<file path="src/rtl/uart_pkg.sv">
// Shared definitions for the UART transmit path: FSM state encoding,
// parity-mode codes and a small helper to decode whether a parity bit is sent.
package uart_pkg;

    typedef enum logic [2:0] {
        IDLE,
        START,
        DATA,
        PARITY,
        STOP
    } state_t;

    localparam logic [1:0] PAR_NONE = 2'd0;
    localparam logic [1:0] PAR_EVEN = 2'd1;
    localparam logic [1:0] PAR_ODD  = 2'd2;

    // Mode 3 is reserved and behaves like PAR_NONE.
    function automatic logic has_parity(input logic [1:0] mode);
        return (mode == PAR_EVEN) || (mode == PAR_ODD);
    endfunction

endpackage

</file>
<file path="src/rtl/uart_bit_timer.sv">
// Bit-period timer: counts clk cycles while enabled and pulses bit_done on the
// last cycle of each serial bit, wrapping to zero at every bit boundary.
module uart_bit_timer #(
    parameter int CLKS_PER_BIT = 16
) (
    input  logic clk,
    input  logic rst_n,
    input  logic clear,
    input  logic enable,
    output logic bit_done
);

    localparam int               CNT_W = $clog2(CLKS_PER_BIT);
    localparam logic [CNT_W-1:0] LAST  = CNT_W'(CLKS_PER_BIT - 1);

    logic [CNT_W-1:0] cnt_q;
    logic [CNT_W-1:0] cnt_d;

    assign bit_done = enable && (cnt_q == LAST);

    // Next count: hold when idle, wrap on the final cycle of a bit.
    always_comb begin
        // NOTE: every output of a combinational block gets a default first so no latch is inferred.
        cnt_d = cnt_q;
        if (clear) begin
            cnt_d = '0;
        end else if (bit_done) begin
            cnt_d = '0;
        end else if (enable) begin
            cnt_d = cnt_q + CNT_W'(1);
        end
    end

    // Counter register with asynchronous reset.
    always_ff @(posedge clk or negedge rst_n) begin
        // NOTE: sequential state uses non-blocking assignments so all registers update together.
        if (!rst_n) begin
            cnt_q <= '0;
        end else begin
            cnt_q <= cnt_d;
        end
    end

endmodule

</file>
<file path="src/rtl/uart_tx_framer.sv">
// UART transmit framer: accepts one word per handshake and serialises it as
// start bit, LSB-first data, optional parity and one or two stop bits.
// tx and busy come straight from flops so the line never glitches.
module uart_tx_framer
    import uart_pkg::*;
#(
    parameter int DATA_BITS    = 8,
    parameter int CLKS_PER_BIT = 16
) (
    input  logic                 clk,
    input  logic                 rst_n,
    input  logic [DATA_BITS-1:0] s_data,
    input  logic                 s_valid,
    output logic                 s_ready,
    input  logic [1:0]           parity_mode,
    input  logic                 two_stop,
    output logic                 tx,
    output logic                 busy
);

    localparam int               IDX_W    = $clog2(DATA_BITS);
    localparam logic [IDX_W-1:0] LAST_IDX = IDX_W'(DATA_BITS - 1);

    state_t               state_q, state_d;
    logic [DATA_BITS-1:0] shift_q, shift_d;
    logic [IDX_W-1:0]     idx_q, idx_d;
    logic                 parity_q, parity_d;
    logic [1:0]           mode_q, mode_d;
    logic                 two_stop_q, two_stop_d;
    logic                 tx_q, tx_d;
    logic                 busy_q, busy_d;
    logic                 timer_clear;
    logic                 timer_en;
    logic                 bit_done;

    assign s_ready     = (state_q == IDLE);
    assign tx          = tx_q;
    assign busy        = busy_q;
    assign timer_clear = (state_q == IDLE);
    assign timer_en    = (state_q != IDLE);

    uart_bit_timer #(
        .CLKS_PER_BIT(CLKS_PER_BIT)
    ) u_bit_timer (
        .clk     (clk),
        .rst_n   (rst_n),
        .clear   (timer_clear),
        .enable  (timer_en),
        .bit_done(bit_done)
    );

    // Next-state logic; tx_d is the level of the bit being entered, so the
    // registered tx lines up with the state from its first cycle.
    always_comb begin
        state_d    = state_q;
        shift_d    = shift_q;
        idx_d      = idx_q;
        parity_d   = parity_q;
        mode_d     = mode_q;
        two_stop_d = two_stop_q;
        tx_d       = tx_q;
        busy_d     = busy_q;

        case (state_q)
            IDLE: begin
                if (s_valid) begin
                    state_d    = START;
                    shift_d    = s_data;
                    mode_d     = parity_mode;
                    two_stop_d = two_stop;
                    idx_d      = '0;
                    parity_d   = 1'b0;
                    tx_d       = 1'b0;
                    busy_d     = 1'b1;
                end
            end
            START: begin
                if (bit_done) begin
                    state_d = DATA;
                    tx_d    = shift_q[0];
                end
            end
            DATA: begin
                if (bit_done) begin
                    parity_d = parity_q ^ shift_q[0];
                    shift_d  = shift_q >> 1;
                    if (idx_q == LAST_IDX) begin
                        idx_d = '0;
                        if (has_parity(mode_q)) begin
                            state_d = PARITY;
                            tx_d    = parity_q ^ shift_q[0] ^ (mode_q == PAR_ODD);
                        end else begin
                            state_d = STOP;
                            tx_d    = 1'b1;
                        end
                    end else begin
                        idx_d = idx_q + IDX_W'(1);
                        tx_d  = shift_q[1];
                    end
                end
            end
            PARITY: begin
                if (bit_done) begin
                    state_d = STOP;
                    tx_d    = 1'b1;
                end
            end
            STOP: begin
                // idx_q doubles as the stop-bit counter once data is done.
                if (bit_done) begin
                    if (two_stop_q && (idx_q == '0)) begin
                        idx_d = IDX_W'(1);
                    end else begin
                        state_d = IDLE;
                        idx_d   = '0;
                        tx_d    = 1'b1;
                        busy_d  = 1'b0;
                    end
                end
            end
            default: begin
                state_d = IDLE;
            end
        endcase
    end

    // Frame registers; reset abandons any frame and parks the line high.
    always_ff @(posedge clk or negedge rst_n) begin
        if (!rst_n) begin
            state_q    <= IDLE;
            shift_q    <= '0;
            idx_q      <= '0;
            parity_q   <= 1'b0;
            mode_q     <= PAR_NONE;
            two_stop_q <= 1'b0;
            tx_q       <= 1'b1;
            busy_q     <= 1'b0;
        end else begin
            state_q    <= state_d;
            shift_q    <= shift_d;
            idx_q      <= idx_d;
            parity_q   <= parity_d;
            mode_q     <= mode_d;
            two_stop_q <= two_stop_d;
            tx_q       <= tx_d;
            busy_q     <= busy_d;
        end
    end

endmodule

</file>
<file path="config.mk">
export PLATFORM = sky130hd
export DESIGN_NAME = uart_tx_framer
export DESIGN_NICKNAME = d
export VERILOG_FILES = /design/src/rtl/uart_pkg.sv /design/src/rtl/uart_bit_timer.sv /design/src/rtl/uart_tx_framer.sv
export SDC_FILE = /design/constraint.sdc
export NUM_CORES = 1
export LEC_CHECK = 0
export BUFFER_PORTS_ARGS = -buffer_cell sky130_fd_sc_hd__buf_2
export CELL_PAD_IN_SITES_DETAIL_PLACEMENT = 0
export CELL_PAD_IN_SITES_GLOBAL_PLACEMENT = 1
export CORE_MARGIN = 3
export CORE_UTILIZATION = 44
export CTS_CLUSTER_DIAMETER = 60
export DETAILED_ROUTE_END_ITERATION = 12
export PLACE_DENSITY_LB_ADDON = 0.1
export SYNTH_ARGS = -nofsm -noshare
export SYNTH_HDL_FRONTEND = slang
export SYNTH_HIERARCHICAL = 1
export SYNTH_SLANG_ARGS = --single-unit
</file>
<file path="constraint.sdc">
create_clock -name clk -period 2.7 [get_ports clk]
set_input_delay 0.135 -clock clk [delete_from_list [all_inputs] [get_ports clk]]
set_output_delay 0.135 -clock clk [all_outputs]
set_load 0.05 [all_outputs]
</file>
==> flow_metrics.env, run 1 <==
export IMPL_outcome="finished, final reports clean"
export IMPL_synth_edf_count=0
export IMPL_max_slew_margin_rel=0.584
export IMPL_critPathRequiredTime_ps=2970
export IMPL_port_buffers=16
export IMPL_viasPerCell=5.51
export IMPL_grt_pass1_wl_um=4370
export IMPL_area_growth_pct=13.3
export IMPL_design_area_um2=1520
export IMPL_arrival_ps=2410
export IMPL_yosysWarnings=6
export IMPL_clock_latency_ps=320
export IMPL_worst_hold_slack_ps=24.7
export IMPL_crit_family="simple AND/OR/NAND/NOR gates"
export IMPL_grt_start_max_net_pins=25
export IMPL_ys_ff_latch=24
export IMPL_syn_area_um2=1340
export IMPL_final_core_util=0.536
export IMPL_drtIter0Drc=50
export IMPL_antenna_found_initial=0
export IMPL_synth_common_cells="dfrtp_1, nand2_1, mux2i_1, o21ai_0, a21oi_1"
export IMPL_nets=170
export IMPL_root_buffer="clkbuf_4"
export IMPL_ys_seq_area_frac=0.450
export IMPL_worst_pin_slew_ps=624
export IMPL_boundaryPins=17
export IMPL_placed_cells=175
export IMPL_htree_levels=1
export IMPL_gp_congestion=0.833
export IMPL_instances_no_fill=181
export IMPL_core_rowCount=19
export IMPL_power_density_nw_per_um2=931
export IMPL_die_w_um=61.2
export IMPL_cts_tree="built"
export IMPL_fin_ws_ps=563
export IMPL_synth_top_cells_by_area="dfrtp_1, mux2i_1, ha_1"
export IMPL_critPathBufInv=1
export IMPL_netlist_instances=130
export IMPL_p_leak_nw=0.659
export IMPL_timing_fmax_ghz=0.468
export IMPL_critical_path_slowest_cell="dfrtp_1"
export IMPL_rsz0062_at_grt="no"
export IMPL_path_class="register to register"
export IMPL_core_area_um2=2830
export IMPL_via_count=998
export IMPL_track_usage=0.159
export IMPL_antenna_left=0
export IMPL_path_max_fanout=11
export IMPL_hp_class="primary input to register"
export IMPL_power_mw=1.41
export IMPL_hold_viol=0
export IMPL_synth_top_area_cell="dfrtp_1"
export IMPL_clock_skew_ps=7.29
export IMPL_critical_path_max_stage_delay_ps=570
export IMPL_setup_viol=0
export IMPL_worstPathCellList="or3_4 -> nand2_2 -> nor2_1 -> inv_1 -> o311ai_1 -> mux2_1"
export IMPL_die_area_um2=3740
export IMPL_maxCapViolations=0
export IMPL_max_clock_path_buffers=2
export IMPL_clkTransAtPathRegs_ps=140
export IMPL_avgRoutedWirePerCell_um=13.7
export IMPL_synth_flop_cell="dfrtp_1"
export IMPL_period_share=0.791
export IMPL_max_vdd_ir_drop_mv=0.428
export IMPL_ys_types=39
export IMPL_start_util=0.473
export IMPL_final_layout_size_suffix_gt1_frac=0.220
export IMPL_clock_sinks=24
export IMPL_pre_cts_ws_ps=575
export IMPL_overflow=0
export IMPL_fillers=267
export IMPL_fin_tns_setup_ps=0
export IMPL_cts_buffers=3
export IMPL_routed_wl_um=2480
export IMPL_grt_pass1_vias=966
export IMPL_async_reset_ff_frac=1.00
export IMPL_antennaDiodeCount=0
export IMPL_postCtsSetupBuffers=0
export IMPL_period_minus_slack_ps=2140
export IMPL_synth_nets=149
export IMPL_synth_top_area_frac=0.430
export IMPL_drc=0
export IMPL_syn_mean_instance_area_um2=10.3
export IMPL_die_y_um=61.2
export IMPL_end_kind="register"
export IMPL_slew_violations=0
export IMPL_drt_first_pass_iters=4
export IMPL_post_dp_hpwl_um=1740
export IMPL_synth_most_common_cell="dfrtp_1"
export IMPL_place_area_um2=1440
export IMPL_critPathLaunchType="register"
-- layer usage --
metal,vias to the layer above,share of wire,global-route usage
met2,14,0.45,0.248
met5,-,0,0
met1,478,0.49,0.213
li1,502,-,-
met3,4,0.034,0.0252
met4,0,0.021,0.0836
-- report_power, final --
group | total, mW | internal, mW | switching, mW | leakage [nW]
registers | 0.609 | 0.499 | 0.110 | 0.297
logic | 0.536 | 0.248 | 0.288 | 0.334
clock network | 0.268 | 0.150 | 0.118 | 0.0279
total | 1.41 | 0.896 | 0.516 | 0.659
-- layout by cell type (no fill, tap or decap), types with 2 or more instances in the layout --
cell / Yosys / final
nand3_1: 4 / 4
dlygate4sd3_1: 0 / 2
or3_1: 2 / 2
nand3b_1: 4 / 4
a21oi_1: 8 / 8
buf_2: 2 / 16
nand2b_1: 3 / 3
buf_4: 2 / 3
mux2_2: 2 / 2
nand2_1: 16 / 16
mux2i_1: 11 / 11
a21oi_2: 2 / 2
o21ai_1: 3 / 3
inv_1: 6 / 6
nor2_1: 4 / 4
dfrtp_1: 23 / 23
clkbuf_4: 0 / 3
ha_1: 5 / 5
o21ai_0: 11 / 11
-- registers in the layout, summed over array words and instances (netlist names) --
register and cells:
u_bit_timer/cnt_q 4, busy 1, mode_q 2, two_stop_q 1, parity_q 1, shift_q 8, tx 1, state_q 3
idx_q 3
-- worst paths after layout --
kind,slack [ps],startpoint,to,cells past startpoint
setup reg to reg,560,state_q[1],tx,6
min in group asynchronous,300,rst_n,busy,2
max in group asynchronous,2040,rst_n,tx,2
hold / removal,20,s_data[7],shift_q[7],2
hold reg to reg,500,shift_q[3],shift_q[3],2
setup / recovery,560,state_q[1],tx,6
-- logic make-up after synthesis --
family,Yosys count,share of synthesized area
flops,24,0.450
compound gates,32,0.144
fa+ha+maj,5,0.0467
buf+inv,12,0.0467
xor+xnor,2,0.0243
simple gates,41,0.181
mux,14,0.107
-- final cells by class --
cell class,instances,area (um2),area share
inverters,7,26.3,0.0173
clock buffers,3,22.5,0.0149
clock inverters,1,30.0,0.0198
repair buffers,21,123,0.0809
multi-input cells,94,674,0.445
flip-flops and latches,24,602,0.397
well taps,31,38.8,0.0256
-- worst register-to-register path, stage by stage, from the launching register on --
cell	delay, ps
dfrtp_1	570
or3_4	230
nand2_2	60
nor2_1	390
inv_1	170
o311ai_1	330
mux2_1	350
-- repair_timing --
action,in CTS,in global routing
endpoints found under the setup margin,0,0
hold buffers,1,1
endpoints found under the hold margin,23,1
gates resized for setup,0,0
(Power assumes the default switching activity.)
==> run 2: changes to the inputs <==
--- a/config.mk
+++ b/config.mk
@@ -9,7 +9,7 @@
 export CELL_PAD_IN_SITES_DETAIL_PLACEMENT = 0
 export CELL_PAD_IN_SITES_GLOBAL_PLACEMENT = 1
 export CORE_MARGIN = 3
-export CORE_UTILIZATION = 44
+export CORE_UTILIZATION = 40
 export CTS_CLUSTER_DIAMETER = 60
 export DETAILED_ROUTE_END_ITERATION = 12
 export PLACE_DENSITY_LB_ADDON = 0.1
==> constraint.sdc (replaced) <==
create_clock -name clk -period 1.95 [get_ports clk]
set_input_delay 0.0975 -clock clk [delete_from_list [all_inputs] [get_ports clk]]
set_output_delay 0.0975 -clock clk [all_outputs]
set_load 0.05 [all_outputs]
==> flow_metrics.env, run 2 (synthesized netlist as in run 1, its figures left out) <==
export IMPL_fin_ws_ps=160
export IMPL_setup_viol=0
export IMPL_grt_pass1_wl_um=4660
export IMPL_area_growth_pct=19.0
export IMPL_power_density_nw_per_um2=1240
export IMPL_hp_class="primary input to register"
export IMPL_postCtsSetupBuffers=0
export IMPL_critPathBufInv=1
export IMPL_max_flop_register="shift_q"
export IMPL_arrival_ps=2030
export IMPL_p_leak_nw=0.692
export IMPL_path_class="register to register"
export IMPL_largest_reg_flops=8
export IMPL_start_util=0.428
export IMPL_clock_sinks=24
export IMPL_multi_input_area_um2=674
export IMPL_clkTransAtPathRegs_ps=130
export IMPL_crit_family="compound AO/OA/AOI/OAI gates"
export IMPL_cts_tree="built"
export IMPL_core_rowCount=20
export IMPL_die_w_um=63.9
export IMPL_internal_power_mw=1.26
export IMPL_seqCellArea_um2=602
export IMPL_worst_pin_slew_ps=537
export IMPL_cts_buffers=3
export IMPL_period_share=0.918
export IMPL_post_cts_resized=0
export IMPL_reg_largest_list="shift_q x8, u_bit_timer/cnt_q x4"
export IMPL_p_sw_frac=0.362
export IMPL_avgRoutedWirePerCell_um=12.7
export IMPL_p_clk_frac=0.182
export IMPL_viasPerCell=5.06
export IMPL_path_max_fanout=7
export IMPL_drt_first_pass_iters=4
export IMPL_cp_common_cell="nand2_1"
export IMPL_antennaDiodeCount=0
export IMPL_boundaryPins=17
export IMPL_slew_violations=0
export IMPL_via_count=1017
export IMPL_critical_path_max_stage_delay_ps=430
export IMPL_final_layout_size_suffix_gt1_frac=0.236
export IMPL_fillers=298
export IMPL_period_minus_slack_ps=1790
export IMPL_overflow=0
export IMPL_port_buffers=16
export IMPL_fin_tns_setup_ps=0
export IMPL_p_seq_frac=0.417
export IMPL_die_area_um2=4080
export IMPL_grt_pass1_vias=980
export IMPL_layout_common_cells="dfrtp_1, nand2_1, buf_2, o21ai_0, mux2i_1"
export IMPL_track_usage=0.144
export IMPL_critPathRequiredTime_ps=2190
export IMPL_nets=177
export IMPL_critPathLaunchType="register"
export IMPL_gp_congestion=0.774
export IMPL_max_clock_path_buffers=2
export IMPL_die_y_um=63.9
export IMPL_post_dp_hpwl_um=1890
export IMPL_root_buffer="clkbuf_4"
export IMPL_switching_power_uw=717
export IMPL_maxCapViolations=0
export IMPL_clock_latency_ps=310
export IMPL_max_vdd_ir_drop_mv=0.533
export IMPL_layout_commonest_cell="dfrtp_1"
export IMPL_core_area_um2=3130
export IMPL_clock_skew_ps=1.05
export IMPL_routed_wl_um=2550
export IMPL_rsz0062_at_grt="no"
export IMPL_grt_start_max_net_pins=25
export IMPL_worstPathCellList="ha_1 -> nand2_1 -> nor2_1 -> buf_4 -> nand2_1 -> a21o_1 -> a21oi_2 -> mux2i_1"
export IMPL_end_kind="register"
export IMPL_antenna_left=0
export IMPL_p_comb_frac=0.401
export IMPL_drtIter0Drc=45
export IMPL_max_slew_margin_rel=0.642
export IMPL_drc=0
export IMPL_antenna_found_initial=0
export IMPL_hold_viol=0
export IMPL_critical_path_slowest_cell="dfrtp_1"
export IMPL_pre_cts_ws_ps=198
export IMPL_timing_fmax_ghz=0.559
export IMPL_outcome="finished, final reports clean"
export IMPL_htree_levels=1
export IMPL_cts_hold_buf=4
[run 2: cell count changes in the layout (fill, tap and decap cells not counted), sizes merged]
cell | previous run | this run
dlygate4sd3 | 2 | 5
buf | 19 | 23
[run 2: worst min-delay path: stages]
cell and delay, ps:
buf_2 70, mux2i_1 50, o21ai_1 100
[run 2: worst paths after layout]
kind,start,end,slack [ps],cells after the start
worst max register to register,u_bit_timer/cnt_q[0],idx_q[1],160,8
max in group asynchronous,rst_n,tx,1310,2
worst min-delay path,s_data[4],shift_q[4],40,3
worst min register to register,shift_q[3],shift_q[3],490,2
min in group asynchronous,rst_n,busy,270,2
worst max-delay path,u_bit_timer/cnt_q[0],idx_q[1],160,8
[run 2: final cells by class]
class	count	share of cell area
multi-input combinational	94	0.423
clock inverter	1	0.0189
clock buffer	3	0.0141
timing repair buffer	28	0.115
sequential	24	0.378
inverter	7	0.0165
tap	44	0.0346
[run 2: metrics by stage]
stage	instances	utilization	hold WS [ps]	area (um2)	power [mW]
3_5_place_dp	192	0.476	124	1490	1.63
4_1_cts	200	0.506	4.70	1580	2.01
3_3_place_gp	192	0.476	119	1490	1.61
5_1_grt	201	0.509	37.7	1590	2.15
6_report	201	0.509	40.6	1590	1.98
2_1_floorplan	130	-	-198	1340	1.44
[run 2: per-layer routing]
layer  global-route usage  wire [um]  vias up
met5                    0          0        -
met4               0.0566         17        0
met3               0.0281        112        2
met2                0.225       1160       21
met1                0.196       1260      477
li1                     -          -      517
[run 2: power groups by stage]
| stage | registers, mW | clock network [mW] | logic [mW] |
|---|---|---|---|
| detailed placement | 0.838 | 0 | 0.792 |
| global placement | 0.827 | 0 | 0.783 |
| floorplan | 0.847 | 0 | 0.590 |
| finish | 0.826 | 0.361 | 0.794 |
| CTS | 0.828 | 0.378 | 0.806 |
| global route | 0.852 | 0.401 | 0.901 |
==> run 3: changes to the inputs <==
--- a/config.mk
+++ b/config.mk
@@ -13,6 +13,7 @@
 export CTS_CLUSTER_DIAMETER = 60
 export DETAILED_ROUTE_END_ITERATION = 12
 export PLACE_DENSITY_LB_ADDON = 0.1
+export SETUP_SLACK_MARGIN = 0.4
 export SYNTH_ARGS = -nofsm -noshare
 export SYNTH_HDL_FRONTEND = slang
 export SYNTH_HIERARCHICAL = 1
==> flow_metrics.env, run 3 (synthesized netlist as in run 1, its figures left out) <==
export IMPL_outcome="finished, final reports clean"
export IMPL_critical_path_max_stage_delay_ps=440
export IMPL_drtIter0Drc=41
export IMPL_avgRoutedWirePerCell_um=13.4
export IMPL_wl_met2_um=1500
export IMPL_nets=196
export IMPL_root_buffer="clkbuf_4"
export IMPL_final_layout_size_suffix_gt1_frac=0.483
export IMPL_instances_no_fill=220
export IMPL_overflow=0
export IMPL_largest_reg_flops=8
export IMPL_design_area_um2=1940
export IMPL_track_usage=0.145
export IMPL_clock_skew_ps=2.17
export IMPL_setup_viol=0
export IMPL_topRoutingLayerUsed="met4"
export IMPL_period_share=0.840
export IMPL_cts_buffers=3
export IMPL_htree_levels=1
export IMPL_path_class="register to register"
export IMPL_end_kind="register"
export IMPL_worst_hold_slack_ps=44.6
export IMPL_fin_tns_setup_ps=0
export IMPL_p_leak_nw=0.829
export IMPL_reg_largest_list="shift_q x8, u_bit_timer/cnt_q x4"
export IMPL_worstPathCellList="or3_4 -> nand2_4 -> nor2_4 -> nand4_1 -> o311ai_4 -> mux2_4"
export IMPL_clkTransAtPathRegs_ps=140
export IMPL_fillers=278
export IMPL_clock_sinks=24
export IMPL_layout_common_cells="dfrtp_1, buf_4, buf_2, mux2i_1"
export IMPL_drt_first_pass_iters=5
export IMPL_worst_pin_slew_ps=552
export IMPL_clock_latency_ps=320
export IMPL_period_minus_slack_ps=1640
export IMPL_m1WireLength_um=1340
export IMPL_seqCellArea_um2=603
export IMPL_path_max_fanout=7
export IMPL_gp_congestion=0.761
export IMPL_via_count=1122
export IMPL_critical_path_slowest_cell="dfrtp_2"
export IMPL_grt_start_max_net_pins=25
export IMPL_hold_viol=0
export IMPL_max_slew_margin_rel=0.632
export IMPL_routed_wl_met3_um=81
export IMPL_core_rowCount=20
export IMPL_routed_wl_um=2950
export IMPL_antenna_left=0
export IMPL_antennaDiodeCount=0
export IMPL_slew_violations=0
export IMPL_placed_cells=191
export IMPL_grt_pass1_vias=1051
export IMPL_timing_fmax_ghz=0.611
export IMPL_critPathRequiredTime_ps=2220
export IMPL_hp_class="primary input to register"
export IMPL_rsz0062_at_grt="yes"
export IMPL_port_buffers=16
export IMPL_maxCapViolations=0
export IMPL_die_area_um2=4080
export IMPL_die_y_um=63.9
export IMPL_antenna_found_initial=0
export IMPL_die_w_um=63.9
export IMPL_core_area_um2=3130
export IMPL_multi_input_area_um2=807
export IMPL_cts_tree="built"
export IMPL_power_density_nw_per_um2=1260
export IMPL_max_flop_register="shift_q"
export IMPL_arrival_ps=1900
export IMPL_critPathLaunchType="register"
export IMPL_place_area_um2=1520
export IMPL_area_growth_pct=44.9
export IMPL_start_util=0.428
export IMPL_grt_pass1_wl_um=4690
export IMPL_post_dp_hpwl_um=1930
export IMPL_max_clock_path_buffers=2
export IMPL_drc=0
export IMPL_max_vdd_ir_drop_mv=0.653
export IMPL_boundaryPins=17
export IMPL_viasPerCell=5.10
export IMPL_layout_commonest_cell="dfrtp_1"
-- run 3: cell types whose count changed in the layout (fill, tap and decap cells not counted), moves of 6 or more --
cell	delta
o21ai_0	-6
nand2_1	-9
nand2_2	+7
o21ai_2	+7
buf_6	+8
buf_4	+10
-- run 3: worst max-delay path, delay by kind of cell, from the launching register on --
kind	cells	cell delay (ps)
simple gates	4	720
compound gates	1	120
mux	1	310
flops	1	440
-- run 3: metal layers --
layer,vias to the layer above,track usage
li1,558,-
met1,539,0.185
met2,21,0.250
met3,4,0.0264
met4,0,0.0404
met5,-,0
-- run 3: report_power, final --
part | leakage (nW) | total, mW | switching (mW) | internal (mW)
clock network | 0.0279 | 0.366 | 0.158 | 0.208
logic | 0.506 | 1.23 | 0.580 | 0.653
registers | 0.295 | 0.851 | 0.159 | 0.691
total | 0.829 | 2.45 | 0.898 | 1.55
-- run 3: worst paths after layout --
path / startpoint / endpoint / slack (ps) / cells after the start
setup / recovery: state_q[2] / tx / 310 / 6
min in group asynchronous: rst_n / busy / 280 / 2
setup reg to reg: state_q[2] / tx / 310 / 6
hold / removal: s_data[1] / shift_q[1] / 40 / 3
max in group asynchronous: rst_n / state_q[2] / 1280 / 2
hold reg to reg: shift_q[4] / shift_q[4] / 520 / 2
-- run 3: timing repair --
action | 4_1_cts | 5_1_grt
setup buffers | 10 | 9
hold buffers | 5 | 0
hold endpoints to repair | 27 | 0
setup endpoints to repair | 17 | 19
resized for setup | 9 | 37
gates cloned | 0 | 1
pin swaps | 8 | 8
-- run 3: final cells by class --
| type | count | area share |
|---|---|---|
| Clock buffer | 3 | 0.0116 |
| Clock inverter | 1 | 0.0155 |
| Inverter | 7 | 0.0200 |
| Multi-Input combinational cell | 94 | 0.416 |
| Sequential cell | 24 | 0.311 |
| Tap cell | 44 | 0.0284 |
| Timing Repair Buffer | 47 | 0.197 |
-- run 3: metrics by stage --
stage	util	total power, mW	worst slack (ps)
2_1_floorplan	-	1.49	307
3_3_place_gp	0.485	1.64	216
3_5_place_dp	0.485	1.67	152
4_1_cts	0.552	2.18	321
5_1_grt	0.620	2.63	211
6_report	0.620	2.45	312
